### config.mk
export PLATFORM = sky130hd
export DESIGN_NAME = ptw_mem_responder
export DESIGN_NICKNAME = d
export VERILOG_FILES = /design/src/rtl/ptw_rsp_pkg.sv /design/src/rtl/pte_mark_merge.sv /design/src/rtl/ptw_mem_responder.sv
export SDC_FILE = /design/constraint.sdc
export NUM_CORES = 1
export LEC_CHECK = 0
export ABC_AREA = 1
export CAP_MARGIN = 10
export CORE_AREA = 2 2 229 231
export DETAILED_ROUTE_END_ITERATION = 6
export DIE_AREA = 0 0 231 233
export GPL_ROUTABILITY_DRIVEN = 0
export PLACE_DENSITY = 0.71
export SKIP_CTS_REPAIR_TIMING = 1
export SYNTH_ARGS = -nofsm -noshare
export SYNTH_HDL_FRONTEND = slang
export SYNTH_SLANG_ARGS = --single-unit
### constraint.sdc
create_clock -name clk -period 2.4 [get_ports clk]
set_input_delay 0.48 -clock clk [delete_from_list [all_inputs] [get_ports clk]]
set_output_delay 0.48 -clock clk [all_outputs]
set_load 0.1 [all_outputs]
### src/rtl/ptw_rsp_pkg.sv
// Shared definitions for the page-table-walker memory responder.
//   state_t       : responder FSM states (also exported on the debug port)
//   PTE_V/A/D     : PTE bit positions (valid, accessed, dirty)
//   LINE_W/PTE_W  : L2 line width and PTE width; a line holds two PTEs
//   LINE_SEL_BIT  : byte-address bit that picks the PTE half of a line
//   line_half()   : extracts the addressed PTE from a line
package ptw_rsp_pkg;

   localparam int DEF_PA_W     = 32;
   localparam int LINE_W       = 128;
   localparam int PTE_W        = 64;
   localparam int PTE_V        = 0;
   localparam int PTE_A        = 6;
   localparam int PTE_D        = 7;
   localparam int LINE_SEL_BIT = 3;

   typedef enum logic [2:0] {
      IDLE       = 3'd0,
      RD_REQ     = 3'd1,
      RD_WAIT    = 3'd2,
      MK_RD_REQ  = 3'd3,
      MK_RD_WAIT = 3'd4,
      MK_WR_REQ  = 3'd5,
      MK_WR_WAIT = 3'd6
   } state_t;

   function automatic logic [PTE_W-1:0] line_half(input logic [LINE_W-1:0] line,
                                                   input logic              sel);
      return sel ? line[LINE_W-1:PTE_W] : line[PTE_W-1:0];
   endfunction

endpackage

### src/rtl/pte_mark_merge.sv
// Combinational accessed/dirty merge into one PTE of a 128b line.
//   line_in  : line as read from L2 (or the forwarding buffer)
//   sel      : 0 = low PTE, 1 = high PTE
//   set_a    : set the A bit
//   set_d    : set the D bit (implies A)
//   line_out : merged line; the other PTE and all other bits pass through
//   changed  : merged line differs from line_in, i.e. a write-back is needed
module pte_mark_merge
   import ptw_rsp_pkg::*;
(
   input  logic [LINE_W-1:0] line_in,
   input  logic              sel,
   input  logic              set_a,
   input  logic              set_d,
   output logic [LINE_W-1:0] line_out,
   output logic              changed
);

   logic [PTE_W-1:0] pte_lo;
   logic [PTE_W-1:0] pte_hi;
   logic [PTE_W-1:0] mask;

   always_comb begin
      mask        = '0;
      mask[PTE_A] = set_a | set_d;
      mask[PTE_D] = set_d;
      pte_lo      = line_in[PTE_W-1:0];
      pte_hi      = line_in[LINE_W-1:PTE_W];
      if (sel) begin
         pte_hi = pte_hi | mask;
      end else begin
         pte_lo = pte_lo | mask;
      end
      line_out = {pte_hi, pte_lo};
      changed  = (line_out != line_in);
   end

endmodule

### src/rtl/ptw_mem_responder.sv
// Memory-side responder for the page-table walker.
// Serves single-cycle PTE read pulses (returns the PTE and its whole line)
// and accessed/dirty mark pulses (read-modify-write of the PTE, write skipped
// when the bits are already set). One L2 transaction is in flight at a time.
//
// Ports
//   clk, reset            clock; asynchronous active-low reset
//   mem_req_*             PTE read pulse, address, store flag (must be 0)
//   mem_rsp_*             read response pulse, selected PTE, full line
//   mem_mark_*            mark pulse, A/D flags, 64b address (low PA_W used)
//   mem_mark_rsp_valid    mark completion pulse
//   l2_req_*              L2 request channel (valid/ready)
//   l2_rsp_*              L2 read data / write ack pulse
//   dbg_state             current FSM state
//
// Build option: PTW_PTE_FWD_EN adds a one-entry buffer holding the last
// written line; reads and marks that hit it do not read L2.
//
// L2 request handshake: l2_req_valid, l2_req_store, l2_req_addr and
// l2_req_data are held stable from the cycle valid rises until the cycle in
// which l2_req_ready is also high; the request transfers in that cycle.
// Exactly one l2_rsp_valid pulse follows each transferred request.
module ptw_mem_responder
   import ptw_rsp_pkg::*;
#(
   parameter int PA_W = DEF_PA_W
) (
   input  logic              clk,
   input  logic              reset,
   input  logic              mem_req_valid,
   input  logic [PA_W-1:0]   mem_req_addr,
   input  logic              mem_req_store,
   output logic              mem_rsp_valid,
   output logic [PTE_W-1:0]  mem_rsp_data,
   output logic [LINE_W-1:0] mem_rsp_cacheline,
   input  logic              mem_mark_valid,
   input  logic              mem_mark_accessed,
   input  logic              mem_mark_dirty,
   input  logic [63:0]       mem_mark_addr,
   output logic              mem_mark_rsp_valid,
   output logic              l2_req_valid,
   input  logic              l2_req_ready,
   output logic              l2_req_store,
   output logic [PA_W-1:0]   l2_req_addr,
   output logic [LINE_W-1:0] l2_req_data,
   input  logic              l2_rsp_valid,
   input  logic [LINE_W-1:0] l2_rsp_data,
   output state_t            dbg_state
);

   state_t            state;
   state_t            state_n;

   // Requests that arrive while the FSM is busy wait here.
   logic              pend_rd;
   logic [PA_W-1:0]   rd_addr_q;
   logic              pend_mk;
   logic [PA_W-1:0]   mk_addr_q;
   logic              mk_a_q;
   logic              mk_d_q;

   // Operation currently owned by the FSM.
   logic [PA_W-1:0]   op_addr;
   logic              op_a;
   logic              op_d;
   logic              op_hit;
   logic [LINE_W-1:0] wr_line;

   logic              rd_avail;
   logic              mk_avail;
   logic              take_rd;
   logic              take_mk;
   logic [PA_W-1:0]   rd_src_addr;
   logic [PA_W-1:0]   mk_src_addr;
   logic              mk_src_a;
   logic              mk_src_d;
   logic              rd_src_hit;
   logic              mk_src_hit;
   logic [LINE_W-1:0] src_line;
   logic [LINE_W-1:0] merged_line;
   logic              merge_changed;
   logic              rd_done;
   logic              mk_done;
   logic              load_wr;

   // A pulse arriving in IDLE is taken directly so the L2 request goes out
   // the very next cycle; otherwise the pending copy is used.
   assign rd_avail    = pend_rd | mem_req_valid;
   assign mk_avail    = pend_mk | mem_mark_valid;
   assign rd_src_addr = pend_rd ? rd_addr_q : mem_req_addr;
   assign mk_src_addr = pend_mk ? mk_addr_q : mem_mark_addr[PA_W-1:0];
   assign mk_src_a    = pend_mk ? mk_a_q : mem_mark_accessed;
   assign mk_src_d    = pend_mk ? mk_d_q : mem_mark_dirty;
   assign take_rd     = (state == IDLE) && rd_avail;
   assign take_mk     = (state == IDLE) && !rd_avail && mk_avail;

`ifdef PTW_PTE_FWD_EN
   logic              fwd_valid;
   logic [PA_W-1:0]   fwd_addr;
   logic [LINE_W-1:0] fwd_line;

   always_ff @(posedge clk or negedge reset) begin
      if (!reset) begin
         fwd_valid <= 1'b0;
         fwd_addr  <= '0;
         fwd_line  <= '0;
      end else if (load_wr) begin
         fwd_valid <= 1'b1;
         fwd_addr  <= {op_addr[PA_W-1:4], 4'h0};
         fwd_line  <= merged_line;
      end
   end

   assign rd_src_hit = fwd_valid && ({rd_src_addr[PA_W-1:4], 4'h0} == fwd_addr);
   assign mk_src_hit = fwd_valid && ({mk_src_addr[PA_W-1:4], 4'h0} == fwd_addr);
   assign src_line   = op_hit ? fwd_line : l2_rsp_data;
`else
   assign rd_src_hit = 1'b0;
   assign mk_src_hit = 1'b0;
   assign src_line   = l2_rsp_data;
`endif

   pte_mark_merge u_merge (
      .line_in  (src_line),
      .sel      (op_addr[LINE_SEL_BIT]),
      .set_a    (op_a),
      .set_d    (op_d),
      .line_out (merged_line),
      .changed  (merge_changed)
   );

   always_comb begin
      state_n      = state;
      l2_req_valid = 1'b0;
      l2_req_store = 1'b0;
      rd_done      = 1'b0;
      mk_done      = 1'b0;
      load_wr      = 1'b0;
      case (state)
         IDLE: begin
            if (take_rd) begin
               state_n = RD_REQ;
            end else if (take_mk) begin
               state_n = MK_RD_REQ;
            end
         end
         RD_REQ: begin
            if (op_hit) begin
               rd_done = 1'b1;
               state_n = IDLE;
            end else begin
               l2_req_valid = 1'b1;
               if (l2_req_ready) state_n = RD_WAIT;
            end
         end
         RD_WAIT: begin
            if (l2_rsp_valid) begin
               rd_done = 1'b1;
               state_n = IDLE;
            end
         end
         MK_RD_REQ: begin
            if (op_hit) begin
               // Buffer hit: merge immediately, same decision as after a read.
               if (merge_changed) begin
                  load_wr = 1'b1;
                  state_n = MK_WR_REQ;
               end else begin
                  mk_done = 1'b1;
                  state_n = IDLE;
               end
            end else begin
               l2_req_valid = 1'b1;
               if (l2_req_ready) state_n = MK_RD_WAIT;
            end
         end
         MK_RD_WAIT: begin
            if (l2_rsp_valid) begin
               if (merge_changed) begin
                  load_wr = 1'b1;
                  state_n = MK_WR_REQ;
               end else begin
                  mk_done = 1'b1;
                  state_n = IDLE;
               end
            end
         end
         MK_WR_REQ: begin
            l2_req_valid = 1'b1;
            l2_req_store = 1'b1;
            if (l2_req_ready) state_n = MK_WR_WAIT;
         end
         MK_WR_WAIT: begin
            if (l2_rsp_valid) begin
               mk_done = 1'b1;
               state_n = IDLE;
            end
         end
         default: state_n = IDLE;
      endcase
   end

   always_ff @(posedge clk or negedge reset) begin
      if (!reset) begin
         state              <= IDLE;
         pend_rd            <= 1'b0;
         rd_addr_q          <= '0;
         pend_mk            <= 1'b0;
         mk_addr_q          <= '0;
         mk_a_q             <= 1'b0;
         mk_d_q             <= 1'b0;
         op_addr            <= '0;
         op_a               <= 1'b0;
         op_d               <= 1'b0;
         op_hit             <= 1'b0;
         wr_line            <= '0;
         mem_rsp_valid      <= 1'b0;
         mem_rsp_data       <= '0;
         mem_rsp_cacheline  <= '0;
         mem_mark_rsp_valid <= 1'b0;
      end else begin
         state <= state_n;

         // A pulse while the same type is already pending is dropped.
         if (take_rd) begin
            pend_rd <= 1'b0;
         end else if (mem_req_valid && !pend_rd) begin
            pend_rd   <= 1'b1;
            rd_addr_q <= mem_req_addr;
         end

         if (take_mk) begin
            pend_mk <= 1'b0;
         end else if (mem_mark_valid && !pend_mk) begin
            pend_mk   <= 1'b1;
            mk_addr_q <= mem_mark_addr[PA_W-1:0];
            mk_a_q    <= mem_mark_accessed;
            mk_d_q    <= mem_mark_dirty;
         end

         if (take_rd) begin
            op_addr <= rd_src_addr;
            op_a    <= 1'b0;
            op_d    <= 1'b0;
            op_hit  <= rd_src_hit;
         end else if (take_mk) begin
            op_addr <= mk_src_addr;
            op_a    <= mk_src_a;
            op_d    <= mk_src_d;
            op_hit  <= mk_src_hit;
         end

         if (load_wr) wr_line <= merged_line;

         mem_rsp_valid      <= rd_done;
         mem_mark_rsp_valid <= mk_done;
         if (rd_done) begin
            mem_rsp_cacheline <= src_line;
            mem_rsp_data      <= line_half(src_line, op_addr[LINE_SEL_BIT]);
         end
      end
   end

   assign l2_req_addr = {op_addr[PA_W-1:4], 4'h0};
   assign l2_req_data = wr_line;
   assign dbg_state   = state;

   logic unused_bits;
   assign unused_bits = ^{mem_mark_addr[63:PA_W], op_addr[2:0], mem_req_store};

   a_no_store: assert property (@(posedge clk) disable iff (!reset)
      mem_req_valid |-> !mem_req_store);
   a_rd_dup: assert property (@(posedge clk) disable iff (!reset)
      !(mem_req_valid && pend_rd));
   a_mk_dup: assert property (@(posedge clk) disable iff (!reset)
      !(mem_mark_valid && pend_mk));
   a_rsp_in_wait: assert property (@(posedge clk) disable iff (!reset)
      l2_rsp_valid |-> (state == RD_WAIT || state == MK_RD_WAIT || state == MK_WR_WAIT));

endmodule

==> results of run 1 <==
## metal layers
layer | global-route usage, % | up-vias | share of wire (%)
li1 | - | 7761 | -
met1 | 29.7 | 8153 | 40
met2 | 36.5 | 804 | 46
met3 | 6.62 | 144 | 9.5
met4 | 8.43 | 12 | 3.7
met5 | 0 | - | 0.12
## critical path, delay by kind of cell, from the launching register on
| kind | cells | cell delay (ps) |
|---|---|---|
| simple gates | 2 | 280 |
| flops | 1 | 530 |
| buf+inv | 2 | 360 |
## flip-flops by register name (all words and copies together) (netlist names), 3 cells and up
signal             count
dbg_state              3
mk_addr_q             29
rd_addr_q             29
mem_rsp_cacheline    128
l2_req_data          128
mem_rsp_data          64
op_addr               29
## logic make-up after synthesis
group	after synthesis	share of synthesized area, %
AO/OA/AOI/OAI	207	6.74
other	1	0.0211
AND/OR/NAND/NOR	1253	28.6
flip-flops	418	58.8
buffers and inverters	233	5.85
## path summary, 6_finish.rpt
kind | endpoint | slack [ps] | cells past startpoint | from
max | l2_req_store | 190 | 4 | dbg_state[1]
min | l2_req_data[59] | 370 | 3 | l2_rsp_valid
max reg2reg | mem_rsp_cacheline[126] | 620 | 5 | dbg_state[1]
min reg2reg | l2_req_data[38] | 470 | 2 | l2_req_data[38]
max in group asynchronous | l2_req_data[99] | 1020 | 3 | reset
min in group asynchronous | l2_req_data[9] | 480 | 2 | reset
## final cells by class
class                           instances  area share [%]
Timing Repair Buffer                  593            21.3
Clock inverter                         14           0.812
Inverter                               81            1.24
Tap cell                              680            3.43
Multi-Input combinational cell       1464            25.7
Sequential cell                       418            42.2
Clock buffer                           66            5.39
Antenna cell                            1          0.0101
## per-stage QoR
stage / util [%] / hold WS, ps
after global routing: 48.5 / 361
final: 48.5 / 371
after floorplan: - / 184
after CTS: 48.5 / -114
after global placement: 45.5 / 457
after detailed placement: 45.5 / 459
## placed cells by master, fill, tap and decap left out, types with 41 or more instances in the layout
| cell type | netlist | final |
|---|---|---|
| inv_1 | 75 | 75 |
| buf_4 | 18 | 373 |
| nand2_1 | 915 | 914 |
| o21ai_0 | 97 | 97 |
| clkbuf_16 | 0 | 47 |
| dfrtp_1 | 418 | 417 |
| clkdlybuf4s50_1 | 0 | 191 |
| nand4_1 | 128 | 128 |
| nor2_1 | 174 | 172 |
| a21oi_1 | 42 | 41 |
| o31ai_1 | 62 | 62 |
==> results.json, run 1 <==
{
  "initialDrtViolationCount": 1725,
  "slew_headroom_pct": 55.3,
  "async_reset_ff_share_pct": 100,
  "slowest_delay_ps": 530,
  "fin_cells": 3317,
  "grt_antenna_before_repair": 8,
  "setup_violations": 0,
  "dpl_cell_area_mm2": 0.0232,
  "die_w_um": 231,
  "vias": 16900,
  "synth-edff-count": 0,
  "wl_per_cell_um": 19.2,
  "cap_violations": 0,
  "vias_per_cell": 5.09,
  "dp_slack_ps": 289,
  "clock_latency_ps": 580,
  "io_pins": 592,
  "synth-seq-cells": 418,
  "final_layout_size_suffix_gt1_share_pct": 18.6,
  "grt_pass1_wl_um": 96300,
  "cts.sinks": 418,
  "setup_ws_ps": 189,
  "fin_area_mm2": 0.0248,
  "final_nets": 2837,
  "cp.required_ps": 1920,
  "rsz0062_at_grt": "no",
  "cp-end-kind": "output port",
  "die_y_um": 233,
  "fmax_ghz": 0.452,
  "grtUsageTotal_pct": 22.9,
  "coreArea_mm2": 0.0511,
  "dp_hpwl_um": 43900,
  "worstPathArrival_ps": 1730,
  "synth_top_area_cell": "dfrtp_1",
  "port_buffers": 548,
  "finClkSkew_ps": 29.2,
  "syn2layout_area_growth_pct": 39.4,
  "grt_overflow": 0,
  "multiInputGateArea_mm2": 0.00636,
  "synthTopCellsByArea": "dfrtp_1 59%, nand2_1 19%, nand4_1 4.5%",
  "cts_tree": "done",
  "synth.top_cells.by_count": "915 x nand2_1, 418 x dfrtp_1, 174 x nor2_1, 128 x nand4_1, 97 x o21ai_0",
  "avgSynthCellArea_um2": 8.43,
  "start_util_pct": 34.8,
  "finalCritPeriodShare_pct": 92.1,
  "maxSlewViolCount": 0,
  "antenna_left": 0,
  "wirelength_um": 63500,
  "regArea_mm2": 0.0105,
  "cts.clk_slew.worst_paths_ps": 60,
  "fin_crit_ps": 2210,
  "worst_pin_slew_ps": 671,
  "synth_top_area_share_pct": 58.8,
  "netlist_area_mm2": 0.0178,
  "path_class": "flip-flop to output port",
  "num-fill-cells": 4853,
  "clockBufferDepth": 3,
  "die_area_mm2": 0.0538,
  "first_pass_iters": 6,
  "synth_most_common_cell": "nand2_1",
  "hold_viol": 0,
  "hold_path.class": "input pin to flip-flop",
  "htree_levels": 2,
  "cp-start-kind": "flip-flop",
  "synth.distinct_cells": 26,
  "syn_inst": 2112,
  "cts_made_buffers": 46,
  "cp_cell_sequence": "inv_1, nand2_1, nor2_4, buf_12",
  "status": "complete, no violations",
  "synth-seq-area-share_pct": 58.8,
  "grt_pass1_vias": 16100,
  "cp_max_fo": 7,
  "cts-root-buf": "clkbuf_16",
  "yosys_warnings": 0,
  "drc": 0,
  "cp_slowest_cell": "dfrtp_1",
  "dp_cells": 3235,
  "yosys_most_used_dff": "dfrtp_1",
  "finalSetupTns_ps": 0,
  "grt_max_degree": 94,
  "rows": 83
}
Power of run 1 is not shown: default switching activity piles up to over one toggle a cycle in this logic, so the estimate is an artifact.
==> inputs of run 2 (changes only) <==
--- a/config.mk
+++ b/config.mk
@@ -13,6 +13,7 @@
 export GPL_ROUTABILITY_DRIVEN = 0
 export PLACE_DENSITY = 0.71
 export SKIP_CTS_REPAIR_TIMING = 1
+export SKIP_LAST_GASP = 1
 export SYNTH_ARGS = -nofsm -noshare
 export SYNTH_HDL_FRONTEND = slang
 export SYNTH_SLANG_ARGS = --single-unit
==> results of run 2 <==
No change in the layout: final DEF, timing and power equal those of run 1.
Power of run 2 is left out for the same reason.
==> variant 1, RTL diff (settings of run 1) <==
The package constant `LINE_SEL_BIT` goes from 3 to 5.
--- a/src/rtl/ptw_rsp_pkg.sv
+++ b/src/rtl/ptw_rsp_pkg.sv
@@ -12,7 +12,7 @@
    localparam int PTE_V        = 0;
    localparam int PTE_A        = 6;
    localparam int PTE_D        = 7;
-   localparam int LINE_SEL_BIT = 3;
+   localparam int LINE_SEL_BIT = 5;
 
    typedef enum logic [2:0] {
       IDLE       = 3'd0,
Function: not settled (the Yosys comparison gave no result); the edit may change what the design does.
==> variant 1 against run 1 <==
Final area is 2.1% lower; register-to-register slack worse by 0.05 ns; synthesized area decreased by 2.5%; first-iteration DRC count fell by 26%; sequential cell count down 3; die area did not move; wire length is 6.3% lower; worst setup slack gained 0.085 ns; synthesized cell count decreased by 8.5%; non-clock buffer count decreased by 1; global-route usage decreased by 1.5 points; the run now ends with design-rule violations left.
Power is left out: the tool's default activity adds up to more than one toggle a clock period on the data nets, which glitch-free logic cannot reach.
==> variant 1: results <==
group,metric,value,unit
route,drtIter0Drc,1268,
place,portBuffers,546,
place,hpwl,44760,um
global_routing,antenna_found_initial,11,
route,remaining_drc_errors,1,
setup_path,r2r-start,"op_d",
sta,fin_crit,2.127,ns
min_path,hold_path_class,"in -> async",
sta,whs,0.4078,ns
run_status,status,"finished with violations",
route,drt-met1-wl,23220,um
setup_path,rrSetupSlack,0.57,ns
global_routing,grt_max_degree,92,
setup_path,worst_r2r_path_depth,9,
setup_path,max_stage_delay,0.50,ns
global_routing,met1_usage,0.2576,
run_status,violations,"design-rule violations",
logic_synthesis,ys_seq_area_frac,0.5987,
route,vias_per_cell,4.770,
global_routing,grtUsageMet3,0.06949,
sta,tightestPinTransition,0.6765,ns
logic_synthesis,synth_compound_area_frac,0.1561,
clocking,numCtsBuffers,45,
setup_path,r2r-end,"l2_req_data[39]",
final_layout,fillers,4828,
-- variant 1: cell count changes after synthesis, moves of 14 or more --
cell	before	now
nand4_1	128	1
a31oi_1	0	64
o21ai_2	0	80
inv_1	75	191
clkbuf_1	52	38
o21ai_1	3	91
nand3_1	28	9
buf_2	78	49
o31ai_1	62	0
nor2_1	174	95
nand2_1	915	615
o21ai_0	97	195
-- variant 1: final cells by class --
| cell class | instances | area, sq um | area share |
|---|---|---|---|
| flip-flops and latches | 415 | 10390 | 0.4278 |
| diodes | 3 | 7.507 | 0.0003092 |
| repair buffers | 592 | 5218 | 0.2149 |
| multi-input cells | 1199 | 5565 | 0.2292 |
| clock inverters | 13 | 180.2 | 0.007420 |
| inverters | 198 | 748.2 | 0.03082 |
| clock buffers | 66 | 1325 | 0.05457 |
| well taps | 680 | 850.8 | 0.03504 |
==> variant 2, RTL diff (flow settings as in run 1) <==
Made on the original files. Register the output `dbg_state` once more; this adds one clock of latency there. The other outputs are not delayed to match.
--- a/src/rtl/ptw_mem_responder.sv
+++ b/src/rtl/ptw_mem_responder.sv
@@ -263,7 +263,9 @@
 
    assign l2_req_addr = {op_addr[PA_W-1:4], 4'h0};
    assign l2_req_data = wr_line;
-   assign dbg_state   = state;
+   always_ff @(posedge clk) begin
+      dbg_state <= state;
+   end
 
    logic unused_bits;
    assign unused_bits = ^{mem_mark_addr[63:PA_W], op_addr[2:0], mem_req_store};
Function: not settled (the Yosys comparison gave no result); the edit may change what the design does.
==> variant 2 against run 1 <==
Synthesized area is 0.21% higher; final area hardly changed; global-route usage is 0.30 points higher; first-iteration DRC count is 3.0% lower; sequential cell count is 3 higher; wire length is 1.6% higher; largest cell class unchanged; worst setup slack worse by 0.0042 ns; highest routed layer unchanged; critical path depth stayed put; non-clock buffer count is 2 higher; synthesized cell count is 0.14% higher.
Power is not shown: default switching activity piles up to over one toggle a cycle in this logic, so the estimate is an artifact.
==> variant 2: results <==
group,metric,value,unit
run_status,status,"finished clean",
sta,tns,0,ns
global_routing,grt_max_degree,114,
logic_synthesis,dominantRegCellSynth,"dfrtp_1",
clocking,clk_pin_slew,0.06,ns
global_routing,overflow,0,
route,vias,16820,
logic_synthesis,ys_seq_area_frac,0.5899,
logic_synthesis,synth_commonest_cells,"905 x nand2_1, 418 x dfrtp_1, 183 x nor2_1",
global_routing,grt_pass1_wl,96710,um
setup_path,arrival,1.74,ns
clocking,clockBufferDepth,3,
setup_path,path_max_fanout,7,
sta,final.setup_skew,0.01117,ns
route,wl_per_cell,19.41,um
logic_synthesis,yosys-top-cells-area,"dfrtp_1 59%, nand2_1 19%, nand4_1 4.5%",
final_layout,drive_above_1_share,0.1884,
min_path,hold_path_startpoint,"l2_rsp_valid",
clocking,cts_htree_levels,2,
logic_synthesis,ys_types,27,
global_routing,first_global_vias,16040,
final_layout,layout.nets,2842,
min_path,hold_path_class,"in -> reg",
clocking,numCtsBuffers,45,
logic_synthesis,yosysWarnings,0,
place,portBuffers,548,
place,hpwl,44900,um
logic_synthesis,async_flop_share,0.9929,
setup_path,critPathLaunch,"state[1]",
global_routing,antenna_found_initial,8,
global_routing,grt.total_usage,0.2323,
clocking,clock_latency,0.57,ns
route,drtIter0Drc,1674,
sta,slew_headroom,0.2714,
clocking,cts-root-buf,"clkbuf_16",
setup_path,r2r-start,"pend_mk",
route,dr.pass1.iters,5,
variant 2: cell types whose count changed in the layout (fill, tap and decap cells not counted), sizes merged, moves of 2 or more:
| cell | delta |
|---|---|
| bufinv | -2 |
| inv | +2 |
| clkbuf | -5 |
| nand2 | -10 |
| clkinv | +9 |
| o21ai | -16 |
| a21oi | +10 |
| nor2 | +10 |
| dfxtp | +3 |
| nand3 | +7 |
| buf | +2 |
variant 2: final timing paths:
path                                      end  cells past startpoint  slack [ns]
max reg2reg                     mk_addr_q[22]                      6        0.46
min                        mem_mark_rsp_valid                      3        0.24
max in group asynchronous    mem_rsp_data[62]                      4        1.19
min reg2reg                   l2_req_data[82]                      2        0.47
min in group asynchronous       mk_addr_q[14]                      2        0.39
max                              l2_req_store                      4        0.18
variant 2: cell families (layout without fill, tap and decap cells):
family	after synthesis	after routing	synth area share
and+or+nand+nor	1259	1259	0.2878
other	1	6	0.0002103
DFF	421	421	0.5899
AOI/OAI and AO/OA	201	201	0.06560
buffers and inverters	233	759	0.05654
variant 2: routing by layer:
layer,wire [um],GRT usage
met4,2367,0.08770
met5,65,0
met3,6490,0.07414
met2,30160,0.3728
met1,25470,0.2928
variant 2: per-stage QoR:
step / cell area (sq um) / utilization / hold slack [ns] / worst slack (ns) / instances
after floorplan: 17850 / - / 0.1844 / 0.02295 / 2118
after global placement: 23310 / 0.4562 / 0.4054 / 0.3234 / 3241
after detailed placement: 23310 / 0.4562 / 0.4045 / 0.2519 / 3241
after CTS: 24780 / 0.4850 / -0.2194 / 0.1303 / 3323
after global routing: 24800 / 0.4853 / 0.2296 / 0.02686 / 3326
final: 24800 / 0.4853 / 0.2387 / 0.1843 / 3326
variant 2: final cells by class:
class                   instances  area (sq um)
well taps                     680         850.8
fillers                      4811         26300
flip-flops and latches        421         10520
clock inverters                21         176.4
clock buffers                  61          1296
inverters                      82         310.3
repair buffers                595          5280
diodes                          2         5.005
multi-input cells            1464          6356
variant 2: critical path, stage by stage (launching register included):
cell and delay [ns]:
dfrtp_1 0.50, inv_1 0.15, nand2_1 0.08, nor2_1 0.22, buf_12 0.21
